==> config.mk <==
export PLATFORM = sky130hd
export DESIGN_NAME = ihex_loader
export DESIGN_NICKNAME = d
export VERILOG_FILES = /design/src/rtl/ihex_loader.sv
export SDC_FILE = /design/constraint.sdc
export NUM_CORES = 1
export LEC_CHECK = 0
export BUFFER_PORTS_ARGS = -buffer_cell sky130_fd_sc_hd__buf_2
export CORE_MARGIN = 1.5
export CORE_UTILIZATION = 50
export DETAILED_ROUTE_END_ITERATION = 8
export PLACE_DENSITY = 0.68
export SKIP_LAST_GASP = 1
export SLEW_MARGIN = 40
export SYNTH_ARGS = -nofsm -noshare
export SYNTH_HDL_FRONTEND = slang
export SYNTH_SLANG_ARGS = --single-unit
==> constraint.sdc <==
create_clock -name clk -period 9.3 [get_ports clk]
set_input_delay 0.465 -clock clk [delete_from_list [all_inputs] [get_ports clk]]
set_output_delay 0.465 -clock clk [all_outputs]
set_load 0.1 [all_outputs]
==> src/rtl/ihex_loader.sv <==
// Streaming Intel HEX parser: ASCII download bytes in, byte-lane writes to a word-organised program memory out.
// It verifies checksums, tracks the extended segment/linear base, latches the first error and detects EOF.
module ihex_loader #(
    parameter int  ADDR_W      = 15,
    parameter int  LANE_W      = 1,
    parameter bit  SUPPORT_EXT = 1'b1,
    localparam int LW          = (LANE_W > 0) ? LANE_W : 1
) (
    input  logic                     clk,
    input  logic                     rst_n,
    input  logic                     dl_active,
    input  logic                     in_valid,
    input  logic [7:0]               in_byte,
    output logic                     wr_en,
    output logic [ADDR_W-LANE_W-1:0] wr_addr,
    output logic [LW-1:0]            wr_lane,
    output logic [7:0]               wr_data,
    output logic                     busy,
    output logic                     done,
    output logic                     err,
    output logic [1:0]               err_code,
    output logic [15:0]              rec_count
);
    typedef enum logic [3:0] {
        S_IDLE, S_LEN_H, S_LEN_L, S_ADR0, S_ADR1, S_ADR2, S_ADR3,
        S_TYP_H, S_TYP_L, S_DAT_H, S_DAT_L, S_CHK_H, S_CHK_L, S_DONE
    } state_t;

    localparam logic [1:0] E_FORMAT = 2'd1;
    localparam logic [1:0] E_CHKSUM = 2'd2;
    localparam logic [1:0] E_RANGE  = 2'd3;

    state_t                  r_state;
    logic                    r_dl_q;
    logic [3:0]              r_nib;
    logic [7:0]              r_sum;
    logic [7:0]              r_len;
    logic [7:0]              r_type;
    logic [7:0]              r_cnt;
    logic [15:0]             r_off;
    logic [15:0]             r_data16;
    logic [31:0]             r_base;
    logic                    r_wr_en;
    logic [ADDR_W-LANE_W-1:0] r_wr_addr;
    logic [LW-1:0]           r_wr_lane;
    logic [7:0]              r_wr_data;
    logic                    r_done;
    logic                    r_err;
    logic [1:0]              r_err_code;
    logic [15:0]             r_rec;

    logic [4:0]              w_dec;
    logic                    w_hex_ok;
    logic [3:0]              w_nib;
    logic [7:0]              w_byte;
    logic [7:0]              w_sum_nx;
    logic [31:0]             w_eff;
    logic                    w_in_range;

    // Returns {valid, nibble}; letters use the low ASCII nibble plus 9 for both cases.
    function automatic logic [4:0] hex_decode(input logic [7:0] c);
        if (c >= 8'h30 && c <= 8'h39)
            return {1'b1, c[3:0]};
        if ((c >= 8'h41 && c <= 8'h46) || (c >= 8'h61 && c <= 8'h66))
            return {1'b1, c[3:0] + 4'd9};
        return 5'd0;
    endfunction

    function automatic logic is_ext(input logic [7:0] t);
        return SUPPORT_EXT && (t == 8'h02 || t == 8'h04);
    endfunction

    assign w_dec      = hex_decode(in_byte);
    assign w_hex_ok   = w_dec[4];
    assign w_nib      = w_dec[3:0];
    assign w_byte     = {r_nib, w_nib};
    assign w_sum_nx   = r_sum + w_byte;
    assign w_eff      = r_base + {16'd0, r_off};
    assign w_in_range = (w_eff >> ADDR_W) == 32'd0;

    always_ff @(posedge clk) begin
        if (!rst_n) begin
            r_state    <= S_IDLE;
            r_dl_q     <= 1'b0;
            r_base     <= 32'd0;
            r_wr_en    <= 1'b0;
            r_wr_addr  <= '0;
            r_wr_lane  <= '0;
            r_wr_data  <= 8'd0;
            r_done     <= 1'b0;
            r_err      <= 1'b0;
            r_err_code <= 2'd0;
            r_rec      <= 16'd0;
        end else begin
            r_wr_en <= 1'b0;
            r_dl_q  <= dl_active;
            if (!dl_active) begin
                r_state <= S_IDLE;
            end else if (!r_dl_q) begin
                r_state    <= S_IDLE;
                r_done     <= 1'b0;
                r_err      <= 1'b0;
                r_err_code <= 2'd0;
                r_rec      <= 16'd0;
                r_base     <= 32'd0;
            end else if (in_valid) begin
                if (r_state == S_IDLE) begin
                    if (in_byte == 8'h3A) begin
                        r_sum   <= 8'd0;
                        r_state <= S_LEN_H;
                    end
                end else if (r_state != S_DONE && !w_hex_ok) begin
                    if (!r_err) begin
                        r_err      <= 1'b1;
                        r_err_code <= E_FORMAT;
                    end
                    r_state <= S_IDLE;
                end else begin
                    r_nib <= w_nib;
                    case (r_state)
                        S_LEN_H: r_state <= S_LEN_L;
                        S_LEN_L: begin
                            r_len   <= w_byte;
                            r_sum   <= w_sum_nx;
                            r_state <= S_ADR0;
                        end
                        S_ADR0: begin
                            r_off   <= {r_off[11:0], w_nib};
                            r_state <= S_ADR1;
                        end
                        S_ADR1: begin
                            r_off   <= {r_off[11:0], w_nib};
                            r_sum   <= w_sum_nx;
                            r_state <= S_ADR2;
                        end
                        S_ADR2: begin
                            r_off   <= {r_off[11:0], w_nib};
                            r_state <= S_ADR3;
                        end
                        S_ADR3: begin
                            r_off   <= {r_off[11:0], w_nib};
                            r_sum   <= w_sum_nx;
                            r_state <= S_TYP_H;
                        end
                        S_TYP_H: r_state <= S_TYP_L;
                        S_TYP_L: begin
                            r_type <= w_byte;
                            r_sum  <= w_sum_nx;
                            r_cnt  <= r_len;
                            // Base-address records must carry exactly one 16-bit word.
                            if (is_ext(w_byte) && r_len != 8'd2) begin
                                if (!r_err) begin
                                    r_err      <= 1'b1;
                                    r_err_code <= E_FORMAT;
                                end
                                r_state <= S_IDLE;
                            end else begin
                                r_state <= (r_len == 8'd0) ? S_CHK_H : S_DAT_H;
                            end
                        end
                        S_DAT_H: r_state <= S_DAT_L;
                        S_DAT_L: begin
                            r_sum    <= w_sum_nx;
                            r_data16 <= {r_data16[7:0], w_byte};
                            r_off    <= r_off + 16'd1;
                            r_cnt    <= r_cnt - 8'd1;
                            if (r_type == 8'h00) begin
                                if (w_in_range) begin
                                    r_wr_en   <= 1'b1;
                                    r_wr_addr <= w_eff[ADDR_W-1:LANE_W];
                                    r_wr_lane <= (LANE_W == 0) ? '0 : w_eff[LW-1:0];
                                    r_wr_data <= w_byte;
                                end else if (!r_err) begin
                                    r_err      <= 1'b1;
                                    r_err_code <= E_RANGE;
                                end
                            end
                            r_state <= (r_cnt == 8'd1) ? S_CHK_H : S_DAT_H;
                        end
                        S_CHK_H: r_state <= S_CHK_L;
                        S_CHK_L: begin
                            r_state <= S_IDLE;
                            if (w_sum_nx == 8'd0) begin
                                if (r_rec != 16'hFFFF)
                                    r_rec <= r_rec + 16'd1;
                                if (r_type == 8'h01) begin
                                    r_done  <= 1'b1;
                                    r_state <= S_DONE;
                                end else if (is_ext(r_type)) begin
                                    r_base <= (r_type == 8'h02) ? {12'd0, r_data16, 4'd0}
                                                                : {r_data16, 16'd0};
                                end
                            end else if (!r_err) begin
                                r_err      <= 1'b1;
                                r_err_code <= E_CHKSUM;
                            end
                        end
                        default: ;
                    endcase
                end
            end
        end
    end

    assign wr_en     = r_wr_en;
    assign wr_addr   = r_wr_addr;
    assign wr_lane   = r_wr_lane;
    assign wr_data   = r_wr_data;
    assign busy      = (r_state != S_IDLE) && (r_state != S_DONE);
    assign done      = r_done;
    assign err       = r_err;
    assign err_code  = r_err_code;
    assign rec_count = r_rec;
endmodule

==> After elaboration in Yosys (flattened, before gate mapping) <==
Cells that the tools add are included.
{ "word_totals": {"regBits": 149, "inputBits": 12, "output_inout_bits": 45, "word_cells": 183} }
{ "op_classes": {"addsub": 6, "order_cmp": 6, "eq_ne": 40, "muxes": 67, "bitwise": 8, "n_reduce_logical": 38} }
{ "ops": {"columns": ["operator", "count"], "rows": [
  ["2-to-1 mux 32 bit", 9],
  ["2-to-1 mux 16 bit", 7],
  ["AND reduction 7 bit", 8],
  ["case mux 4 bit (12 select lines)", 1],
  ["adder 16 x 1 -> 16 bit (second input constant)", 2],
  ["adder 32 x 16 -> 32 bit", 1],
  ["zero test 32 bit", 1],
  ["2-to-1 mux 8 bit", 4],
  ["case mux 16 bit (2 select lines)", 1],
  ["!= test 4 bit (second input constant)", 7],
  ["2-to-1 mux 2 bit", 13],
  ["zero test 8 bit", 3],
  ["2-to-1 mux 4 bit", 6],
  ["AND reduction 8 bit", 3],
  ["== test 4 bit (second input constant)", 5],
  ["2-to-1 mux 5 bit", 4],
  ["2-to-1 mux 1 bit", 19],
  ["== test 4 x 3 -> 1 bit (second input constant)", 4],
  ["== test 8 x 1 -> 1 bit (second input constant)", 2],
  ["== test 8 x 2 -> 1 bit (second input constant)", 2],
  ["== test 8 x 3 -> 1 bit (second input constant)", 2],
  ["greater-or-equal comparator 8 x 7 -> 1 bit (second input constant)", 2],
  ["less-or-equal comparator 8 x 7 -> 1 bit (second input constant)", 2],
  ["!= test 16 bit (second input constant)", 1],
  ["other kinds (29)", 56]
]} }

==> Depth between registers and ports, before layout <==
{ "depth": {"word_depth": 16, "ltp_mapped": 19, "mapped_depth_nobuf": 17} }

==> Least setup slack after synthesis <==
No wires, ideal clock.
{ "synth_timing": {"path_type": "input to register", "start": "in in_byte[3]", "end": "reg r_rec[4] (netlist: rec_count[4])", "setup_time_ns": 0.067, "t_arrival_ns": 4.502, "required_ns": 9.233, "slack_ns": 4.731, "path_stages": 16, "path_buffers": 2, "path_cell_list": "or4b_1 -> a311oi_2 -> nor2_1 -> clkbuf_1 -> nor2_1 -> ha_1 -> nor2b_1 -> o21ai_0 -> nand3_1 -> a2111oi_0 -> nand4_1 -> o31ai_2 -> buf_2 -> nand4_1 -> xor2_1 -> nor2_1"} }
{ "synth_via": {"elab_chain_len": 11, "elab_cells_between_ends": 25, "classes_between": "2 x add/sub; 6 x order compare; 2 x eq/ne; 7 x mux; 8 x reduce/logical"} }
{ "synth_rtl": {"columns": ["element", "line_no", "rtl"], "rows": [
  ["start: declaration", "13", "input logic [7:0] in_byte,"],
  ["greater-or-equal comparator 8 x 7 -> 1 bit / less-or-equal comparator 8 x 7 -> 1 bit (equally long branches)", "64", "if ((c >= 8'h41 && c <= 8'h46) || (c >= 8'h61 && c <= 8'h66))"],
  ["logical AND 1 bit", "64", null],
  ["logical OR 1 bit", "64", null],
  ["2-to-1 mux 1 bit (2 in series)", "64", null],
  ["2-to-1 mux 5 bit", "66", "return 5'd0;"],
  ["2-to-1 mux 5 bit (*)", "64", null],
  ["via w_dec[2]", "52", "logic [4:0] w_dec;"],
  ["adder 8 bit (*)", "77", "assign w_sum_nx = r_sum + w_byte;"],
  ["zero test 8 bit (*)", "183", "if (w_sum_nx == 8'd0) begin"],
  ["!= test 2 x 1 -> 1 bit (no source line) (*)", null, null],
  ["AND reduction 7 bit (no source line) (*)", null, null],
  ["end signal: assignment", "185", "r_rec <= r_rec + 16'd1;"],
  ["end: declaration", "50", "logic [15:0] r_rec;"]
]} }
Mark *: on every way through the listed nets, which the timed path passes. The rest lies on a longest branch. The select of a mux whose other input is x is not followed.
A chain may end at the register's enable or synchronous reset.

==> Worst setup path in the final report <==
{ "layout_timing": {"start": "in in_byte[3]", "end": "reg r_rec[9] (netlist: rec_count[9])"} }
The elaborated chain is that of the path after synthesis.

==> impl_metrics.prom <==
# TYPE chip_impl_metric gauge
chip_impl_info{name="status",value="finished clean"} 1
chip_impl_metric{name="synth.net_count",unit=""} 894
chip_impl_info{name="grt_setup_unrepaired",value="false"} 1
chip_impl_metric{name="detailedRoute.firstIterationViolations",unit=""} 503
chip_impl_metric{name="antenna_violations_before_repair",unit=""} 0
chip_impl_info{name="cts_tree",value="done"} 1
chip_impl_metric{name="totalPowerFinal",unit="mW"} 1.39
chip_impl_metric{name="detailed_place_hpwl",unit="microns"} 13100
chip_impl_metric{name="clock-skew-final",unit="ns"} 0.0118
chip_impl_info{name="worst_hold_path_type",value="input port to flip-flop"} 1
chip_impl_metric{name="cts_post_setup_buffers_inserted",unit=""} 0
chip_impl_metric{name="final_worst_setup_slack",unit="ns"} 3.91
chip_impl_metric{name="chip_height",unit="microns"} 130
chip_impl_metric{name="detailroute.wirelength.met2",unit="microns"} 8880
chip_impl_info{name="endpoint_kind",value="flip-flop"} 1
chip_impl_metric{name="ys_seq_elements",unit=""} 145
chip_impl_metric{name="vias",unit=""} 6358
chip_impl_metric{name="cts.reportedPaths.clkPinSlew",unit="ns"} 0.06
chip_impl_metric{name="io_pins",unit=""} 57
chip_impl_metric{name="ant_nets",unit=""} 0
chip_impl_metric{name="first_global_vias",unit=""} 5819
chip_impl_metric{name="core",unit="sq um"} 15800
chip_impl_metric{name="deepest_level_of_the_cts_h_tree",unit=""} 4
chip_impl_metric{name="rows",unit=""} 46
chip_impl_metric{name="synthesis.yosys.warnings",unit=""} 0
chip_impl_metric{name="cts.hold.buffers_added",unit=""} 0
chip_impl_metric{name="p_leak",unit="nW"} 3.33
chip_impl_metric{name="cellPowerDensity",unit="nW/um^2"} 153
chip_impl_metric{name="fin_nets",unit=""} 936
chip_impl_metric{name="timing.max_slew.rel_slack",unit="%"} 47.0
chip_impl_metric{name="worst_ep_required_time",unit="ns"} 9.67
chip_impl_metric{name="final_max_slew_viol_count",unit=""} 0
chip_impl_metric{name="gp_congestion",unit=""} 0.886
chip_impl_metric{name="drt_pass1_iterations",unit=""} 5
chip_impl_metric{name="n_antenna_cell",unit=""} 0
chip_impl_metric{name="wl_per_instance",unit="microns"} 16.5
chip_impl_metric{name="fin_tns_setup",unit="ns"} 0
chip_impl_metric{name="i_o_buffers",unit=""} 56
chip_impl_metric{name="mappedNetlistArea",unit="sq um"} 8060
chip_impl_info{name="final_common_cell",value="dfxtp_1"} 1
chip_impl_metric{name="track_usage",unit="%"} 22.8
chip_impl_metric{name="effective_utilization_at_floorplan",unit="%"} 50.9
chip_impl_metric{name="met3_length",unit="microns"} 774
chip_impl_info{name="synth_flop_cell",value="dfxtp_1"} 1
chip_impl_info{name="top_layer_used",value="met4"} 1
chip_impl_info{name="clock-root-buffer",value="clkbuf_16"} 1
chip_impl_metric{name="setup_viol",unit=""} 0
chip_impl_metric{name="clock_tree.buffer_depth",unit=""} 2
chip_impl_metric{name="drt_wl_total",unit="microns"} 18500
chip_impl_metric{name="worst-r2r-cell-count",unit=""} 12
chip_impl_metric{name="async_s_r_ff_share_synth",unit="%"} 0
chip_impl_metric{name="maxCapViolCount",unit=""} 0
chip_impl_metric{name="worstSkewPairLatency",unit="ns"} 0.43
chip_impl_metric{name="critPathMaxFanout",unit=""} 13
chip_impl_info{name="final_cell_mix",value="77 x dfxtp_1, 72 x nand2_1, 69 x nor2_1"} 1
chip_impl_metric{name="viasPerCell",unit=""} 5.66
chip_impl_metric{name="die_width",unit="microns"} 130
chip_impl_metric{name="clkSinkCount",unit=""} 145
chip_impl_metric{name="postSynthAreaPerCell",unit="sq um"} 9.45
chip_impl_metric{name="grt_pass1_wl",unit="microns"} 29700
chip_impl_metric{name="die_ar",unit="sq um"} 16900
chip_impl_metric{name="layout_worst_path_cycle_share",unit="%"} 57.9
chip_impl_metric{name="hold_viol",unit=""} 0
chip_impl_metric{name="route.detailed.drc",unit=""} 0
chip_impl_metric{name="syn-instance-count",unit=""} 853
chip_impl_metric{name="final_core_utilization",unit="%"} 57.3
chip_impl_metric{name="wl_met1",unit="microns"} 8610
chip_impl_metric{name="fmaxAchievable",unit="GHz"} 0.186
chip_impl_metric{name="flow.area_growth_from_synthesis",unit="%"} 12.6
chip_impl_metric{name="share_of_final_layout_standard_cells_stronger_than_drive_strength_1",unit="%"} 14.6
chip_impl_metric{name="number_of_distinct_library_cells_after_synthesis",unit=""} 81
chip_impl_metric{name="synth_enable_flop_cells",unit=""} 68
chip_impl_metric{name="gr-total-overflow",unit=""} 0
chip_impl_metric{name="grt_max_degree",unit=""} 86
chip_impl_metric{name="tritoncts.num_buffers",unit=""} 17
chip_impl_info{name="setup.worst_path.class",value="input port to flip-flop"} 1
chip_impl_metric{name="vdd_ir_drop_max",unit="mV"} 0.134
chip_impl_metric{name="hold-path-cell-count",unit=""} 2
chip_impl_metric{name="finalCriticalPeriod",unit="ns"} 5.39
chip_impl_metric{name="yosysSeqAreaShare",unit="%"} 44.5
chip_impl_metric{name="arrival",unit="ns"} 5.75
chip_impl_info{name="critical_path.startpoint_type",value="input port"} 1
chip_impl_metric{name="cts.repair.resized",unit=""} 0
chip_impl_metric{name="worst-slew-pin-transition",unit="ns"} 0.795
chip_impl_metric{name="dpl_worst_slack",unit="ns"} 3.24
## registers in the layout, summed over array words and instances, names as in the netlist
register,count
r_base,28
r_data16,16
r_off,16
rec_count,16
wr_addr,14
r_cnt,8
r_len,8
r_sum,8
r_type,8
wr_data,8
r_nib,4
r_state,4
err_code,2
done,1
err,1
r_dl_q,1
wr_en,1
wr_lane,1
## synth_stat cells, drive strengths merged, types with 8 or more instances
cell / n / area (sq um)
dfxtp: 77 / 1540
nand2: 72 / 270
o21ai: 71 / 359
nor2: 70 / 263
edfxtp: 68 / 2040
nand3: 56 / 280
clkbuf: 34 / 148
nand4: 31 / 194
a21oi: 29 / 149
mux2i: 29 / 290
xor2: 28 / 245
ha: 27 / 338
nor2b: 26 / 163
xnor2: 26 / 228
inv: 24 / 90.1
and3: 17 / 115
nor3: 15 / 75.1
and2: 11 / 68.8
buf: 10 / 80.1
and4: 9 / 80.1
a211oi: 8 / 60.1
o211ai: 8 / 65.1
o31ai: 8 / 65.1
## report_power, final
group / total [mW] / switching [mW] / internal, mW / leakage (nW)
sequential: 0.669 / 0.00422 / 0.665 / 1.22
combinational: 0.0539 / 0.0378 / 0.0161 / 1.85
clock: 0.667 / 0.292 / 0.374 / 0.265
total: 1.39 / 0.334 / 1.06 / 3.33
## worst max-delay path: stages
cell and delay, ns:
buf_2 0.14, or4b_1 0.54, a311oi_2 0.54, nor2_2 0.24
nor2_1 0.46, ha_1 0.37, nor2b_1 0.15, o21ai_0 0.26
nand3_1 0.14, a2111oi_0 0.69, nand4_1 0.46, o31ai_4 0.64
nand2_1 0.18, or3_1 0.34, a21oi_1 0.13
## worst paths after layout
path | start | endpoint | slack (ns)
min reg2reg | r_base[6]$_SDFFE_PN0P_ | r_base[6]$_SDFFE_PN0P_ | 0.47
max | in_byte[3] | rec_count[9]$_SDFFE_PN0P_ | 3.91
min | dl_active | r_dl_q$_SDFF_PN0_ | 0.35
max reg2reg | r_sum[0]$_SDFFCE_PP0P_ | rec_count[9]$_SDFFE_PN0P_ | 5.38
## cell families (layout without fill, tap and decap cells)
group,Yosys count,count (layout),share of synthesized area [%]
buf+inv,68,123,3.94
mux,32,32,4.02
compound gates,176,176,14.3
flops,145,145,44.5
fa+ha+maj,29,29,4.69
xor+xnor,54,54,5.87
simple gates,349,349,22.7
## layout make-up
type                            count  area, sq um
Clock buffer                       17          425
Sequential cell                   145         3580
Multi-Input combinational cell    640         4180
Tap cell                          216          270
Clock inverter                     15          149
Fill cell                        1407         6750
Timing Repair Buffer               67          383
Inverter                           24         90.1
## stage by stage
| stage | hold slack [ns] | area (sq um) | std cells |
|---|---|---|---|
| final | 0.347 | 9080 | 1124 |
| after global routing | 0.359 | 9080 | 1124 |
| after CTS | 0.331 | 9040 | 1123 |
| after detailed placement | 0.461 | 8460 | 1091 |
| after global placement | 0.446 | 8460 | 1091 |
| after floorplan | 0.448 | 8060 | 853 |
## per-layer routing
layer,GRT usage [%],up-vias
met5,0,-
met4,8.30,0
met3,3.77,19
met2,37.1,142
met1,30.8,2974
li1,-,3223
(Power assumes the default switching activity.)
